### src/rtl/forward_converter_9_8_7_seq_if.sv
// Handshake bundle for the 9/8/7 forward converter: binary operand in, residue triple out.
// The master side is the operand producer and residue consumer; the slave side is the converter.
interface forward_converter_9_8_7_seq_if;
    logic [8:0] x_in;
    logic       in_valid_in;
    logic       in_ready_out;
    logic [3:0] r1_out;
    logic [2:0] r2_out;
    logic [2:0] r3_out;
    logic       out_valid_out;
    logic       out_ready_in;
    logic       busy_out;

    modport master (
        output x_in,
        output in_valid_in,
        output out_ready_in,
        input  in_ready_out,
        input  r1_out,
        input  r2_out,
        input  r3_out,
        input  out_valid_out,
        input  busy_out
    );

    modport slave (
        input  x_in,
        input  in_valid_in,
        input  out_ready_in,
        output in_ready_out,
        output r1_out,
        output r2_out,
        output r3_out,
        output out_valid_out,
        output busy_out
    );
endinterface

### src/rtl/forward_converter_9_8_7_seq.sv
// Bit-serial binary-to-RNS converter for moduli {9, 8, 7}: MSB-first Horner reduction over
// nine cycles, with registered valid/ready handshakes on both the operand and the result side.
module forward_converter_9_8_7_seq (
    input  logic                          clk_in,
    input  logic                          rst_n_in,
    forward_converter_9_8_7_seq_if.slave  bus
);

    typedef enum logic [1:0] {
        ST_IDLE = 2'd0,
        ST_BUSY = 2'd1,
        ST_DONE = 2'd2
    } state_t;

    // One Horner step modulo 9: acc < 9 keeps 2*acc+b <= 17, so one subtract is enough.
    function automatic logic [3:0] mod9_step(input logic [3:0] acc, input logic b);
        logic [4:0] t;
        t = {acc, b};
        if (t >= 5'd9) begin
            t = t - 5'd9;
        end else begin
            t = t;
        end
        return t[3:0];
    endfunction

    // One Horner step modulo 7: acc < 7 keeps 2*acc+b <= 13.
    function automatic logic [2:0] mod7_step(input logic [2:0] acc, input logic b);
        logic [3:0] t;
        t = {acc, b};
        if (t >= 4'd7) begin
            t = t - 4'd7;
        end else begin
            t = t;
        end
        return t[2:0];
    endfunction

    state_t     state_q,     state_d;
    logic [8:0] x_q,         x_d;
    logic [3:0] acc9_q,      acc9_d;
    logic [2:0] acc7_q,      acc7_d;
    logic [3:0] cnt_q,       cnt_d;
    logic [3:0] r1_q,        r1_d;
    logic [2:0] r2_q,        r2_d;
    logic [2:0] r3_q,        r3_d;
    logic       out_valid_q, out_valid_d;
    logic       in_ready_q,  in_ready_d;
    logic       busy_q,      busy_d;

    logic       bit_s;
    logic [3:0] acc9_next_s;
    logic [2:0] acc7_next_s;

    // Current operand bit and the reduced accumulators it produces.
    always_comb begin
        bit_s       = x_q[cnt_q];
        acc9_next_s = mod9_step(acc9_q, bit_s);
        acc7_next_s = mod7_step(acc7_q, bit_s);
    end

    // Next-state and registered-output logic; outputs are flops so the handshake is glitch-free.
    always_comb begin
        state_d     = state_q;
        x_d         = x_q;
        acc9_d      = acc9_q;
        acc7_d      = acc7_q;
        cnt_d       = cnt_q;
        r1_d        = r1_q;
        r2_d        = r2_q;
        r3_d        = r3_q;
        out_valid_d = out_valid_q;
        in_ready_d  = in_ready_q;
        busy_d      = busy_q;

        case (state_q)
            ST_IDLE: begin
                if (bus.in_valid_in) begin
                    x_d        = bus.x_in;
                    acc9_d     = 4'd0;
                    acc7_d     = 3'd0;
                    cnt_d      = 4'd8;
                    state_d    = ST_BUSY;
                    in_ready_d = 1'b0;
                    busy_d     = 1'b1;
                end else begin
                    in_ready_d = 1'b1;
                    busy_d     = 1'b0;
                end
            end
            ST_BUSY: begin
                acc9_d = acc9_next_s;
                acc7_d = acc7_next_s;
                if (cnt_q == 4'd0) begin
                    // Mod 8 needs no iteration: it is just the three low operand bits.
                    r1_d        = acc9_next_s;
                    r2_d        = x_q[2:0];
                    r3_d        = acc7_next_s;
                    out_valid_d = 1'b1;
                    state_d     = ST_DONE;
                end else begin
                    cnt_d = cnt_q - 4'd1;
                end
            end
            ST_DONE: begin
                if (bus.out_ready_in) begin
                    out_valid_d = 1'b0;
                    in_ready_d  = 1'b1;
                    busy_d      = 1'b0;
                    state_d     = ST_IDLE;
                end else begin
                    out_valid_d = 1'b1;
                end
            end
            default: begin
                state_d     = ST_IDLE;
                out_valid_d = 1'b0;
                in_ready_d  = 1'b1;
                busy_d      = 1'b0;
            end
        endcase
    end

    // State and datapath registers with synchronous active-low reset.
    always_ff @(posedge clk_in) begin
        if (!rst_n_in) begin
            state_q     <= ST_IDLE;
            x_q         <= 9'd0;
            acc9_q      <= 4'd0;
            acc7_q      <= 3'd0;
            cnt_q       <= 4'd0;
            r1_q        <= 4'd0;
            r2_q        <= 3'd0;
            r3_q        <= 3'd0;
            out_valid_q <= 1'b0;
            in_ready_q  <= 1'b1;
            busy_q      <= 1'b0;
        end else begin
            state_q     <= state_d;
            x_q         <= x_d;
            acc9_q      <= acc9_d;
            acc7_q      <= acc7_d;
            cnt_q       <= cnt_d;
            r1_q        <= r1_d;
            r2_q        <= r2_d;
            r3_q        <= r3_d;
            out_valid_q <= out_valid_d;
            in_ready_q  <= in_ready_d;
            busy_q      <= busy_d;
        end
    end

    assign bus.in_ready_out  = in_ready_q;
    assign bus.out_valid_out = out_valid_q;
    assign bus.busy_out      = busy_q;
    assign bus.r1_out        = r1_q;
    assign bus.r2_out        = r2_q;
    assign bus.r3_out        = r3_q;

    forward_converter_9_8_7_seq_chk u_chk (
        .clk_in     (clk_in),
        .rst_n_in   (rst_n_in),
        .in_ready   (in_ready_q),
        .out_valid  (out_valid_q),
        .busy       (busy_q)
    );

endmodule

// Handshake invariants: a result is only offered while busy, and input is never accepted while busy.
module forward_converter_9_8_7_seq_chk (
    input logic clk_in,
    input logic rst_n_in,
    input logic in_ready,
    input logic out_valid,
    input logic busy
);
    valid_implies_busy: assert property (@(posedge clk_in) disable iff (!rst_n_in) out_valid |-> busy);
    ready_excludes_busy: assert property (@(posedge clk_in) disable iff (!rst_n_in) in_ready |-> !busy);
endmodule

### src/flat_wrapper.sv
// flat-port wrapper written by rule: the top's interface ports become plain ports
module forward_converter_9_8_7_seq_flat 
  (clk_in, rst_n_in, bus_x_in, bus_in_valid_in, bus_out_ready_in, bus_in_ready_out, bus_r1_out, bus_r2_out, bus_r3_out, bus_out_valid_out, bus_busy_out);
  forward_converter_9_8_7_seq_if bus_i ();
  input  logic clk_in;
  input  logic rst_n_in;
  input wire logic [$bits(bus_i.x_in)-1:0] bus_x_in;
  input wire logic [$bits(bus_i.in_valid_in)-1:0] bus_in_valid_in;
  input wire logic [$bits(bus_i.out_ready_in)-1:0] bus_out_ready_in;
  output wire logic [$bits(bus_i.in_ready_out)-1:0] bus_in_ready_out;
  output wire logic [$bits(bus_i.r1_out)-1:0] bus_r1_out;
  output wire logic [$bits(bus_i.r2_out)-1:0] bus_r2_out;
  output wire logic [$bits(bus_i.r3_out)-1:0] bus_r3_out;
  output wire logic [$bits(bus_i.out_valid_out)-1:0] bus_out_valid_out;
  output wire logic [$bits(bus_i.busy_out)-1:0] bus_busy_out;
  assign bus_i.x_in = bus_x_in;
  assign bus_i.in_valid_in = bus_in_valid_in;
  assign bus_i.out_ready_in = bus_out_ready_in;
  assign bus_in_ready_out = bus_i.in_ready_out;
  assign bus_r1_out = bus_i.r1_out;
  assign bus_r2_out = bus_i.r2_out;
  assign bus_r3_out = bus_i.r3_out;
  assign bus_out_valid_out = bus_i.out_valid_out;
  assign bus_busy_out = bus_i.busy_out;
  forward_converter_9_8_7_seq u_core (.clk_in(clk_in), .rst_n_in(rst_n_in), .bus(bus_i));
endmodule
### config.mk
export PLATFORM = sky130hd
export DESIGN_NAME = forward_converter_9_8_7_seq_flat
export DESIGN_NICKNAME = d
export VERILOG_FILES = /design/src/rtl/forward_converter_9_8_7_seq_if.sv /design/src/rtl/forward_converter_9_8_7_seq.sv /design/src/flat_wrapper.sv
export SDC_FILE = /design/constraint.sdc
export NUM_CORES = 1
export LEC_CHECK = 0
export CAP_MARGIN = 20
export CORE_MARGIN = 5
export CORE_UTILIZATION = 40
export CTS_CLUSTER_DIAMETER = 60
export DETAILED_ROUTE_END_ITERATION = 7
export PLACE_DENSITY = 0.64
export SLEW_MARGIN = 20
export SYNTH_ARGS = -nofsm -noshare
export SYNTH_HDL_FRONTEND = slang
export SYNTH_SLANG_ARGS = --single-unit
### constraint.sdc
create_clock -name clk_in -period 3.2 [get_ports clk_in]
set_clock_uncertainty 0.1 [all_clocks]
set_input_delay 0.48 -clock clk_in [delete_from_list [all_inputs] [get_ports clk_in]]
set_output_delay 0.48 -clock clk_in [all_outputs]
set_load 0.01 [all_outputs]
; ---- Word level (Yosys, flattened, before mapping)
; Cells that the tools add are included.
[classes]
add_sub_neg = 3
mul = 0
n_div = 0
order_cmp = 3
eq_ne = 6
shift = 0
n_mux = 24
n_bitwise = 2
reduce_logical = 10
[op_table]
columns = operator, n
row1 = $mux W4, 4
row2 = $pmux W4 S2, 2
row3 = $reduce_and A2 Y1, 5
row4 = $pmux W1 S3, 3
row5 = $mux W1, 7
row6 = $mux W2, 3
row7 = $mux W3, 2
row8 = $ne A2 B2 Y1 const B, 3
row9 = $pmux W2 S3, 1
row10 = $pmux W3 S2, 1
row11 = $reduce_and A3 Y1, 2
row12 = $ge A5 B4 Y1 const B, 1
row13 = $lt A4 B5 Y1 const B, 1
row14 = $bmux W1 S4, 1
row15 = $ge A4 B3 Y1 const B, 1
row16 = $logic_not A4 Y1, 1
row17 = $sub A4 B1 Y4 const B, 1
row18 = $sub A4 B4 Y4 const B, 1
row19 = $sub A3 B3 Y3 const B, 1
row20 = $eq A2 B1 Y1 const B, 1
row21 = $eq A2 B2 Y1 const B, 1
row22 = $logic_not A2 Y1, 1
row23 = $ne A2 B1 Y1 const B, 1
row24 = $not A1 Y1, 2
row25 = $reduce_bool A2 Y1, 1
[word_totals]
register_bits = 35
latchBits = 0
ram_bits = 0
mem_bits_ro = 0
input_bits = 13
out_inout_bits = 13
elab_cells = 59
memories = 0

; ---- Logic depth before layout (Yosys ltp)
[depth]
depth_word = 5
ltp_mapped = 11
ltp_nobuf = 10

; ---- Worst setup path before layout
; Ideal clock, no wire load.
[synth_timing]
path_kind = register to register
from = register u_core.cnt_q[1]
to = register u_core.r1_q[2], in the netlist u_core.bus.r1_out[2]
setup_ps = 86
t_arrival_ps = 2306
required_time_ps = 3014
slack_ps = 708
stages_incl_launch_ff = 11
n_path_buf = 1
period_less_slack_ps = 2492
path_cell_list = dfxtp_1 > buf_6 > mux2i_1 > o22ai_2 > nor3_4 > inv_1 > ha_1 > or3_2 > nor2_1 > a211oi_1 > a211oi_1
[synth_between]
elab_chain_cells = 4
word_cells_on_any_way = 7
classes_between = add/sub (1) / order compare (1) / mux (3) / reduce/logical (2)
[synth_lines]
columns = element, line_no
row1 = from (decl), forward_converter_9_8_7_seq.sv:43  ; logic [3:0] cnt_q, cnt_d;
row2 = from (signal assigned), forward_converter_9_8_7_seq.sv:143  ; cnt_q <= cnt_d;
row3 = $bmux W1 S4, forward_converter_9_8_7_seq.sv:57  ; bit_s = x_q[cnt_q];
row4 = $mux W1 (not written as such), forward_converter_9_8_7_seq.sv:57
row5 = $sub A4 B4 Y4 or $ge A5 B4 Y1 (tied branches), "forward_converter_9_8_7_seq.sv:20, forward_converter_9_8_7_seq.sv:19"
row6 = $mux W4, forward_converter_9_8_7_seq.sv:19  ; if (t >= 5'd9) begin
row7 = to (signal assigned), forward_converter_9_8_7_seq.sv:144  ; r1_q <= r1_d;
row8 = to (decl), forward_converter_9_8_7_seq.sv:44  ; logic [3:0] r1_q, r1_d;
; Several ways; a longest one is shown, not always the timed one. The select of a mux whose other input is x is not followed.
; A chain may end at the register's enable or synchronous reset.

; ---- Worst setup path after layout
; Same ends and word-level chain as after synthesis.

==> impl_metrics.tcl <==
set metrics [dict create \
    area_growth_syn_to_layout_pct 21.3 \
    grt_antenna_before_repair 0 \
    slew_headroom 0.549 \
    drv_slew 0 \
    cts_sinks 35 \
    grt_max_degree 22 \
    syn-cell-area_sq_um 1800 \
    yosys_warnings 0 \
    endpoint_kind "flop" \
    maxCapViolations 0 \
    synth-main-ff-cell "dfxtp_1" \
    drc_errors 0 \
    setup_viol 0 \
    cts_root_buffer "clkbuf_8" \
    synthCells 223 \
    nFillCells 425 \
    clkLatencyLatePin_ns 0.29 \
    async_flop_share 0 \
    cts_setup_buffers 0 \
    overflow 0 \
    viasPerCell 5.20 \
    drtIter0Drc 99 \
    start_kind "flop" \
    rsz0062_at_grt "false" \
    critPathArrivalTime_ns 2.96 \
    die_height_microns 77.1 \
    first_pass_iters 4 \
    die_w_microns 77.1 \
    critical_path_class "flop to flop" \
    power.leakage_nw 0.804 \
    cts_resized 0 \
    worstPathMaxFanout 9 \
    numCtsBuffers 5 \
    core_sq_um 4350 \
    postRouteAntennaNets 0 \
    synth-edff-count 0 \
    avgRoutedWirePerCell_microns 13.5 \
    hp-class "flop to flop" \
    syn_avg_cell_area_sq_um 8.08 \
    post-route-period-util 0.888 \
    drive_gt1_frac 0.0803 \
    tns_ns 0 \
    outcome "completed" \
    tritoncts "yes" \
    synth_seq_cells 35 \
    cts_hold_buf 0 \
    fmax_mhz 352 \
    dieArea_sq_um 5950 \
    clk_pin_slew_ns 0.08 \
    row_count 24 \
    ir_drop_uv 347 \
    power_density_nw_per_um2 623 \
    gp_congestion 0.865 \
    critPathRequiredTime_ns 3.32 \
    layout_min_cycle_time_ns 2.84 \
    final_common_cell "nand2_1" \
    grt_pass1_vias 1420 \
    vias 1564 \
    dp_hpwl_mm 2.95 \
    ys_seq_area_frac 0.389 \
    final_util 0.502 \
    routed_wl_mm 4.05 \
    grt_pass1_wl_mm 6.66 \
    final_cell_mix "nand2_1 (41), dfxtp_1 (35), a21oi_1 (28)" \
    cts_max_path_buffers 2 \
    ys_types 45 \
    track_usage 0.137 \
    tightest_slew_ns 0.675 \
    numPortBuffers 25 \
    synth_fp_nets 244 \
    initial_core_util 0.414 \
    h-tree-depth 2 \
    antenna_cells 0 \
    hold_viol 0 \
    io_pins 26 \
    layout.nets 269 \
]
[cell families after synthesis]
family	Yosys count	share of synthesized area
AND/OR/NAND/NOR	92	0.253
adder cells (fa/ha/maj)	8	0.0556
buffers and inverters	18	0.0514
flip-flops	35	0.389
multiplexers	6	0.0333
XOR/XNOR	1	0.00486
AO/OA/AOI/OAI	63	0.213
[cell type report]
| class | count | area [sq um] | area share |
|---|---|---|---|
| clock buffers | 5 | 68.8 | 0.0315 |
| clock inverters | 3 | 43.8 | 0.0200 |
| inverters | 9 | 33.8 | 0.0155 |
| multi-input cells | 170 | 1010 | 0.461 |
| flip-flops and latches | 35 | 701 | 0.321 |
| well taps | 52 | 65.1 | 0.0298 |
| repair buffers | 27 | 265 | 0.121 |
[worst max-delay path: stages (launching register included)]
cell and delay (ns):
dfxtp_1 0.51, mux2i_1 0.27, o22ai_2 0.16, nor3_4 0.38, inv_1 0.14, ha_1 0.21, or3_2 0.42, nor2_1 0.26
a211oi_1 0.12, a211oi_1 0.21
[registers in the layout, indices dropped and copies added (netlist names)]
signal	cells
u_core.bus.r2_out	3
u_core.bus.busy_out	1
u_core.bus.r3_out	3
u_core.acc7_q	3
u_core.bus.r1_out	4
u_core.bus.in_ready_out	1
u_core.acc9_q	4
u_core.bus.out_valid_out	1
u_core.x_q	9
u_core.state_q	2
u_core.cnt_q	4
[through the flow]
step                hold WS (ns)  power (W)  setup slack (ns)  area [sq um]  cells
detailed placement         0.349   0.000971             0.346          2070    293
global placement           0.349   0.000967             0.470          2070    293
CTS                        0.360    0.00137             0.347          2190    301
floorplan                  0.332   0.000838             0.708          1800    223
global route               0.384    0.00145             0.101          2190    301
finish                     0.357    0.00136             0.358          2190    301
[Yosys cell counts, types with 2 or more instances]
| cell | count | area (sq um) |
|---|---|---|
| a21oi_1 | 28 | 140 |
| a21o_1 | 2 | 15.0 |
| mux2i_1 | 6 | 60.1 |
| nand3b_1 | 3 | 22.5 |
| a22oi_1 | 2 | 15.0 |
| nor3_1 | 7 | 35.0 |
| clkbuf_1 | 3 | 11.3 |
| ha_1 | 8 | 100 |
| and2_1 | 2 | 12.5 |
| buf_6 | 2 | 22.5 |
| nand2_1 | 41 | 154 |
| a211oi_1 | 4 | 30.0 |
| or3b_1 | 2 | 17.5 |
| nand2b_1 | 3 | 18.8 |
| dfxtp_1 | 35 | 701 |
| nor2b_1 | 2 | 12.5 |
| nor2_1 | 15 | 56.3 |
| buf_2 | 2 | 10.0 |
| o21ai_0 | 16 | 80.1 |
| buf_4 | 2 | 15.0 |
| nand3_1 | 6 | 30.0 |
| o22ai_2 | 2 | 25.0 |
| inv_1 | 8 | 30.0 |
[metal layers]
metal  routed length, microns  track usage  part of all wire
met4                       59       0.0567             0.015
met5                        0            0                 0
met2                     1880        0.223              0.46
met1                     1940        0.174              0.48
met3                      171       0.0293             0.042
[where the power goes]
group	leakage (nW)	internal, W	switching (W)
Sequential	0.285	0.000487	0.0000438
Clock	0.0581	0.000232	0.000169
Combinational	0.461	0.000175	0.000255
Total	0.804	0.000894	0.000467
[worst paths after layout]
path / from / endpoint / slack (ns) / cells after the start
hold / removal: u_core.bus.r2_out[2] / u_core.bus.r2_out[2] / 0.36 / 2
setup reg to reg: u_core.cnt_q[1] / u_core.bus.r1_out[2] / 0.36 / 9
hold reg to reg: u_core.bus.r2_out[2] / u_core.bus.r2_out[2] / 0.36 / 2
setup / recovery: u_core.cnt_q[1] / u_core.bus.r1_out[2] / 0.36 / 9
Power figures use the tool's default switching activity.
